===== src/rtl/mips_pkg.sv =====
// Shared MIPS core definitions: write-back select encoding and GPR constants.
// Latency: n/a (types and constants only).
// Backpressure: n/a.
package mips_pkg;

  typedef enum logic [1:0] {
    WB_ALU     = 2'b00,
    WB_MEM     = 2'b01,
    WB_LINK    = 2'b10,
    WB_ILLEGAL = 2'b11
  } wb_sel_t;

  localparam int REG_ZERO   = 0;
  localparam int REG_RA     = 31;
  localparam int DEF_DATA_W = 32;

endpackage


===== src/rtl/reg_file_wb_if.sv =====
// Write-back / operand-read bundle between the MEM/WB stage, decode and the GPR file.
// Latency: n/a (wiring only).
// Backpressure: none; write-back is sampled every edge, reads are combinational.
interface reg_file_wb_if #(
  parameter int DATA_W = 32,
  parameter int AW     = 5
);
  logic              wb_en;
  logic              sel_0;
  logic              sel_1;
  logic [AW-1:0]     wb_addr;
  logic [DATA_W-1:0] wb_data;
  logic [AW-1:0]     rd_addr_a;
  logic [AW-1:0]     rd_addr_b;
  logic [DATA_W-1:0] rd_data_a;
  logic [DATA_W-1:0] rd_data_b;
  logic              sel_err;
  logic [15:0]       wr_count;

  // Pipeline side: drives write-back and read addresses, consumes read data.
  modport master (
    output wb_en, sel_0, sel_1, wb_addr, wb_data, rd_addr_a, rd_addr_b,
    input  rd_data_a, rd_data_b, sel_err, wr_count
  );

  // Register file side.
  modport slave (
    input  wb_en, sel_0, sel_1, wb_addr, wb_data, rd_addr_a, rd_addr_b,
    output rd_data_a, rd_data_b, sel_err, wr_count
  );
endinterface


===== src/rtl/wb_dest_resolve.sv =====
// Resolves write-back destination, commit strobe and illegal-select strobe (shared with hazard unit).
// Latency: purely combinational.
// Backpressure: none.
module wb_dest_resolve
  import mips_pkg::*;
#(
  parameter int AW       = 5,
  parameter int LINK_REG = REG_RA
) (
  input  logic          wb_en_i,
  input  logic          sel_0_i,
  input  logic          sel_1_i,
  input  logic [AW-1:0] wb_addr_i,
  output logic [AW-1:0] dest_o,
  output logic          commit_o,
  output logic          illegal_o
);

  localparam logic [AW-1:0] LINK_A = AW'(LINK_REG);
  localparam logic [AW-1:0] ZERO_A = AW'(REG_ZERO);

  wb_sel_t sel;

  // Decode the select pair; JAL overrides the destination, code 11 never commits
  always_comb begin
    sel       = wb_sel_t'({sel_1_i, sel_0_i});
    dest_o    = wb_addr_i;
    illegal_o = 1'b0;
    case (sel)
      WB_LINK:    dest_o    = LINK_A;
      WB_ILLEGAL: illegal_o = wb_en_i;
      default:    ;
    endcase
    commit_o = wb_en_i && (sel != WB_ILLEGAL) && (dest_o != ZERO_A);
  end

endmodule


===== src/rtl/reg_file_wb.sv =====
// Write-back GPR file: 2 combinational reads, 1 write with $0 hardwired, JAL link, sticky illegal-select flag.
// Latency: write visible one cycle after the commit edge (same cycle when REGFILE_WB_BYPASS_EN is defined).
// Backpressure: none; wb_en is sampled every edge and writes are never stalled.
module reg_file_wb
  import mips_pkg::*;
#(
  parameter int DATA_W   = DEF_DATA_W,
  parameter int NREGS    = 32,
  parameter int LINK_REG = REG_RA
) (
  input  logic          clk,
  input  logic          rst,
  reg_file_wb_if.slave  bus
);

  localparam int            AW     = $clog2(NREGS);
  localparam logic [AW-1:0] ZERO_A = AW'(REG_ZERO);

  logic [DATA_W-1:0] regs_q [NREGS];
  logic              sel_err_q, sel_err_d;
  logic [15:0]       wr_count_q, wr_count_d;

  logic [AW-1:0]     dest;
  logic              commit;
  logic              illegal;

  wb_dest_resolve #(
    .AW       (AW),
    .LINK_REG (LINK_REG)
  ) u_dest (
    .wb_en_i   (bus.wb_en),
    .sel_0_i   (bus.sel_0),
    .sel_1_i   (bus.sel_1),
    .wb_addr_i (bus.wb_addr),
    .dest_o    (dest),
    .commit_o  (commit),
    .illegal_o (illegal)
  );

  // Sticky illegal-select flag and saturating committed-write counter
  always_comb begin
    sel_err_d  = sel_err_q | illegal;
    wr_count_d = wr_count_q;
    if (commit && (wr_count_q != 16'hFFFF)) begin
      wr_count_d = wr_count_q + 16'd1;
    end
  end

  // GPR array and status state; reset clears everything asynchronously
  always_ff @(posedge clk or posedge rst) begin
    if (rst) begin
      for (int i = 0; i < NREGS; i++) begin
        regs_q[i] <= '0;
      end
      sel_err_q  <= 1'b0;
      wr_count_q <= '0;
    end else begin
      if (commit) begin
        regs_q[dest] <= bus.wb_data;
      end
      sel_err_q  <= sel_err_d;
      wr_count_q <= wr_count_d;
    end
  end

  // Operand reads; $0 is forced to zero, optional write-through of the committing value
  always_comb begin
    bus.rd_data_a = (bus.rd_addr_a == ZERO_A) ? '0 : regs_q[bus.rd_addr_a];
    bus.rd_data_b = (bus.rd_addr_b == ZERO_A) ? '0 : regs_q[bus.rd_addr_b];
`ifdef REGFILE_WB_BYPASS_EN
    // commit already excludes $0 and select 11, so neither is ever forwarded
    if (commit && (bus.rd_addr_a == dest)) bus.rd_data_a = bus.wb_data;
    if (commit && (bus.rd_addr_b == dest)) bus.rd_data_b = bus.wb_data;
`endif
  end

  assign bus.sel_err  = sel_err_q;
  assign bus.wr_count = wr_count_q;

endmodule

===== src/flat_wrapper.sv =====
// flat-port wrapper written by rule: the top's interface ports become plain ports
module reg_file_wb_flat import mips_pkg::*;
#(
  parameter int DATA_W   = DEF_DATA_W,
  parameter int NREGS    = 32,
  parameter int LINK_REG = REG_RA
)
  (clk, rst, bus_wb_en, bus_sel_0, bus_sel_1, bus_wb_addr, bus_wb_data, bus_rd_addr_a, bus_rd_addr_b, bus_rd_data_a, bus_rd_data_b, bus_sel_err, bus_wr_count);
  reg_file_wb_if #(.DATA_W(DATA_W)) bus_i ();
  input  logic clk;
  input  logic rst;
  input wire logic [$bits(bus_i.wb_en)-1:0] bus_wb_en;
  input wire logic [$bits(bus_i.sel_0)-1:0] bus_sel_0;
  input wire logic [$bits(bus_i.sel_1)-1:0] bus_sel_1;
  input wire logic [$bits(bus_i.wb_addr)-1:0] bus_wb_addr;
  input wire logic [$bits(bus_i.wb_data)-1:0] bus_wb_data;
  input wire logic [$bits(bus_i.rd_addr_a)-1:0] bus_rd_addr_a;
  input wire logic [$bits(bus_i.rd_addr_b)-1:0] bus_rd_addr_b;
  output wire logic [$bits(bus_i.rd_data_a)-1:0] bus_rd_data_a;
  output wire logic [$bits(bus_i.rd_data_b)-1:0] bus_rd_data_b;
  output wire logic [$bits(bus_i.sel_err)-1:0] bus_sel_err;
  output wire logic [$bits(bus_i.wr_count)-1:0] bus_wr_count;
  assign bus_i.wb_en = bus_wb_en;
  assign bus_i.sel_0 = bus_sel_0;
  assign bus_i.sel_1 = bus_sel_1;
  assign bus_i.wb_addr = bus_wb_addr;
  assign bus_i.wb_data = bus_wb_data;
  assign bus_i.rd_addr_a = bus_rd_addr_a;
  assign bus_i.rd_addr_b = bus_rd_addr_b;
  assign bus_rd_data_a = bus_i.rd_data_a;
  assign bus_rd_data_b = bus_i.rd_data_b;
  assign bus_sel_err = bus_i.sel_err;
  assign bus_wr_count = bus_i.wr_count;
  reg_file_wb #(.DATA_W(DATA_W), .NREGS(NREGS), .LINK_REG(LINK_REG)) u_core (.clk(clk), .rst(rst), .bus(bus_i));
endmodule

===== config.mk =====
export PLATFORM = sky130hd
export DESIGN_NAME = reg_file_wb_flat
export DESIGN_NICKNAME = d
export VERILOG_FILES = /design/src/rtl/mips_pkg.sv /design/src/rtl/reg_file_wb_if.sv /design/src/rtl/wb_dest_resolve.sv /design/src/rtl/reg_file_wb.sv /design/src/flat_wrapper.sv
export SDC_FILE = /design/constraint.sdc
export NUM_CORES = 2
export LEC_CHECK = 0
export ABC_CLOCK_PERIOD_IN_PS = 64300
export BUFFER_PORTS_ARGS = -buffer_cell sky130_fd_sc_hd__buf_4
export CAP_MARGIN = 10
export CORE_ASPECT_RATIO = 1.25
export CORE_UTILIZATION = 65
export DETAILED_ROUTE_END_ITERATION = 8
export GPL_ROUTABILITY_DRIVEN = 0
export PLACE_DENSITY = 0.93
export SKIP_CTS_REPAIR_TIMING = 1
export SLEW_MARGIN = 5
export SYNTH_ARGS = -nofsm -noshare
export SYNTH_HDL_FRONTEND = slang
export SYNTH_HIERARCHICAL = 1
export SYNTH_SLANG_ARGS = --single-unit

===== constraint.sdc =====
create_clock -name clk -period 64.3 [get_ports clk]
set_clock_uncertainty 0.15 [all_clocks]
set_input_delay 3.215 -clock clk [delete_from_list [all_inputs] [get_ports clk]]
set_output_delay 3.215 -clock clk [all_outputs]
set_load 0.01 [all_outputs]

[Yosys cells after proc, flatten, opt, wreduce, memory -nomap -nowiden]
Index checks and enable logic that the tools add are counted.
Word-level totals
  logic and storage cells: 67
  flip-flop bits (word level): 1041
  output and inout port bits: 81
  bits of input ports: 52
Operators by class
  bitwise logic cells: 4
  reduce and logical (&&, ||, !) cells: 7
  equality and inequality tests: 4
  magnitude comparators: 4
  add/subtract/negate cells: 1
  multiplexer cells: 13
Operators with widths (number)
  $bwmux W1024: 1
  $bmux W32 S5: 2
  $mux W32: 7
  $demux W32 S5: 1
  $ge A6 B6 Y1 const B: 3
  $not A5 Y6: 3
  $add A16 B1 Y16 const B: 1
  $ne A16 B16 Y1 const B: 1
  $logic_not A5 Y1: 2
  $lt A6 B1 Y1 const B: 1
  $mux W5: 1
  $reduce_bool A5 Y1: 1
  $eq A2 B2 Y1 const B: 2
  $logic_and A1 B1 Y1: 4
  $ne A2 B2 Y1 const B: 1
  $mux W1: 1
  $or A1 B1 Y1: 1

[Depth between registers and ports, before layout]
  depth in word-level cells: 8
  mapped depth: 8
  mapped depth without buffers: 6

[Modules after synthesis]
Netlist, hierarchy kept.
Modules (own cells, without submodules)
  reg_file_wb: sequential area each 26050.0 um^2, instances 1, area an instance 55946.2 um^2, cells each 3861
  wb_dest_resolve: sequential area each 0.0 um^2, instances 1, area an instance 67.6 um^2, cells each 10

[Worst setup path before layout]
Ideal clock, no wire load.
  path kind: in2out
  start point: input port bus_rd_addr_a[0]
  end point: output port bus_rd_data_a[16]
  required time: 60935 ps
  data arrival time: 4682 ps
  path buffers: 3
  setup slack: 56253 ps
  cell stages on the path: 6
  cell sequence: buf_6 -> buf_6 -> buf_2 -> mux4_2 -> a221oi_1 -> a211oi_1
Between the ends
  cells in the longest elaborated chain, start to end: 5
  elaborated cells on any way between the ends: 6
  those cells by class: mux (4); bitwise (1); reduce/logical (1)
RTL lines
  from (decl): line flat_wrapper.sv:17  | input wire logic [$bits(bus_i.rd_addr_a)-1:0] bus_rd_addr_a;
  $not A5 Y6 (not written as such): line reg_file_wb.sv:68  | bus.rd_data_a = (bus.rd_addr_a == ZERO_A) ? '0 : regs_q[bus.rd_addr_a];
  $bmux W32 S5: line reg_file_wb.sv:68
  $mux W32 (not written as such) (2 in series): line reg_file_wb.sv:68
  $mux W32 *: line reg_file_wb.sv:68
  to (decl): line flat_wrapper.sv:19  | output wire logic [$bits(bus_i.rd_data_a)-1:0] bus_rd_data_a;
Mark *: on every way between the ends. The rest lies on a longest branch, timed or not. The select of a mux whose other input is x is not followed.

[Worst setup path in the final report]
  start point: input port bus_rd_addr_a[2]
  end point: output port bus_rd_data_a[6]
The elaborated chain is that of the path after synthesis.

==> impl_results.md <==
* Outcome: finished clean
* Area taken by flip-flops and latches at 26100 µm²
* Effective utilization at floorplan at 0.656
* Total I/O pin count at 133
* Signal arrival time at the worst endpoint at 8.34 ns
* Period minus WS final at 11.71 ns
* Critical-path cell list: buf_8 -> buf_4 -> buf_4 -> nor2b_4 -> buf_4 -> a221oi_1 -> a211oi_1 -> buf_4
* Setup repair after global routing missed its margin: no
* Via count of the first global-routing pass at 41300
* Detailed-route via count at 39700
* Slew headroom at 0.154
* Number of enable flip-flop cells after synthesis at 0
* Worst slew pin tran at 1.27 ns
* Clock Root Buffer: clkbuf_16
* Library cell contributing the largest single delay on the critical path: a211oi_1
* Number of detailed-route iterations in the first pass at 8
* Site Rows at between 100 and 150
* Width of the die at between 200 and 300 µm
* Syn Std Cell Area at 56000 µm²
* Fmax at 85.4 MHz
* Area of all placed cells without fillers at between 60000 and 70000 µm²
* Period utilisation layout at 0.182
* Final worst-path setup slack at 52.59 ns
* Sum of overflow across all layers after global routing at 0
* Share of flip-flops with an asynchronous set or reset at 1.00
* Startpoint kind of the worst setup timing path: input port
* # DRC at 0
* Final antenna-violating net count at 0
* LEAKAGE at 27.3 nW
* Critical Setup Path Class: in -> out
* Final nets at 3821
* Worst-case hold slack at 0.325 ns
* H-tree levels at 3
* Hold Vio Cnt, Final at 0
* Synthesized Nets at slightly below 4000
* 1st-iter DRT viols at 5727
* Top FF cell, synth: dfrtp_1
* Distinct cell type count of the synthesized netlist at 52
* Via density at roughly 8
* Class of the tightest hold or removal check: reg -> reg
* Routed WL per cell at 36.0 µm
* Num CTS Buffers at 100
* Average size of a mapped cell at 14.5 µm²
* Post-layout total power at 1.88 mW
* Final core utilization at 0.708
* Mapped Cells at about 3900
* Number of pins with negative max-slew slack in the final report at 0
* Largest net degree at the start of global routing at 159
* Power density over the cells at 31.1 nW/µm²
* Initial antenna violation count at 6
* Post-route insts no fill at about 5000
* Crit end category: output pin
* CP most frequent cell: buf_4
* Largest delay contributor family on the critical path: buffers and inverters
* Filler cell count in the final layout at 4876
* Maximum VDD drop at between 0.00002 and 0.000025 V
* Overall fraction of global-route tracks in use at 0.410
* Number of synthesized register bits at approximately 1000
* IO Port Bufs at roughly 130
* CTS tree: yes
* Share of final-layout standard cells stronger than drive strength 1 at 0.471
* Final setup violation count at 0
* Chip Height at 330 µm
* Commonest non-fill, non-tap cells in the layout: mux2_2, dfrtp_1, mux2i_1, mux4_2, buf_4
* Slowest stage delay, CP at 0.92 ns
* Top fanout value on the critical path at 94
* Area of the die at 87400 µm²
* Most common library cell in the layout ignoring fill and taps: mux2_2
* Insertion delay of the later-clocked pin in the worst-skew pair at 0.68 ns
* Register clock-pin slew on the reported worst setup and hold paths at 0.06 ns
* Worst slack at placement at roughly 53 ns
* Layout-stage area growth over the synthesis result at 8.03%
* Sequential area share after synthesis at 0.465
* Total number of yosys warnings at 6
* Buf+Inv Stages, Crit Path at 5
* Area of the multi-input gates at around 28000 µm²
* Drt total wl at 178000 µm
* Reported max-cap violation count at 0
* Clock tree buffer depth at 3
* Placed cell area at 57200 µm²
* Global-route wire length before repair at about 260000 µm
* HPWL reported at the end of detailed placement at around 94000 µm
* CORE AREA at 85400 µm²
* Data required time at the worst endpoint at 60.93 ns
* Placed Cells at 4764
* Post-route setup TNS at 0 ns
* Clock net sink count at 1041
[final timing paths]
path                       depth (start not counted)                   start                endpoint  slack, ns
setup / recovery                                   8        bus_rd_addr_a[2]        bus_rd_data_a[6]      52.59
hold / removal                                     1      u_core/bus.sel_err      u_core/bus.sel_err       0.32
setup reg to reg                                   5  u_core/bus.wr_count[0]  u_core/bus.wr_count[1]      62.24
hold reg to reg                                    1      u_core/bus.sel_err      u_core/bus.sel_err       0.32
max in group asynchronous                          6                     rst      u_core/regs_q[456]      57.50
min in group asynchronous                          2                     rst      u_core/regs_q[220]       2.51
[per-layer routing]
metal / part of all wire / vias to the layer above / global-route usage / wire [µm]
li1: - / 14800 / - / -
met1: 0.33 / 20100 / 0.497 / 58200
met2: 0.44 / 3539 / 0.602 / 77800
met3: 0.14 / 1231 / 0.144 / 24800
met4: 0.096 / 8 / 0.326 / 17000
met5: 0.00030 / - / 0 / 54
[cell type report]
type | instances | share of cell area
multi-input combinational | 2413 | 0.465
tap | 1098 | 0.0227
inverter | 4 | 0.000414
clock buffer | 137 | 0.0474
sequential | 1041 | 0.431
clock inverter | 42 | 0.00701
timing repair buffer | 208 | 0.0270
antenna | 1 | 0.0000414
[sequential cells by signal, summed over array words and instances (netlist names)]
signal,flops
u_core/bus.wr_count,16
u_core/regs_q,1024
u_core/bus.sel_err,1
[Yosys cell counts (8+ instances only)]
cell type | count | area [µm²]
buf_1 | 13 | 48.8
clkbuf_1 | 193 | 724
buf_6 | 13 | 146
a21oi_1 | 34 | 170
nor2_1 | 23 | 86.3
a211oi_1 | 65 | 488
a311oi_1 | 32 | 280
mux2i_1 | 320 | 3200
nor2b_1 | 37 | 231
xnor2_1 | 9 | 78.8
a22oi_1 | 64 | 480
o221ai_1 | 64 | 561
dfrtp_1 | 1041 | 26000
nand4_1 | 35 | 219
nand2_1 | 103 | 387
mux2_2 | 1089 | 12300
nand3_1 | 8 | 40.0
mux4_2 | 296 | 6670
buf_4 | 61 | 458
a221oi_1 | 55 | 482
mux4_1 | 56 | 1470
o2111ai_1 | 10 | 87.6
o21ai_0 | 51 | 255
buf_2 | 132 | 661
[power by group]
part           leakage, nW  internal (mW)  switching, mW
combinational         12.0          0.220          0.170
sequential            13.6          0.781          0.108
clock                 1.63          0.340          0.263
total                 27.3           1.34          0.541
[logic make-up after synthesis]
group,count (synthesis),share of synthesized area
compound gates,389,0.0518
xor+xnor,13,0.00203
fa+ha+maj,1,0.000223
buf+inv,417,0.0368
flops,1041,0.465
mux,1761,0.421
simple gates,249,0.0227
Note: power is estimated with default switching activity, not from simulation.
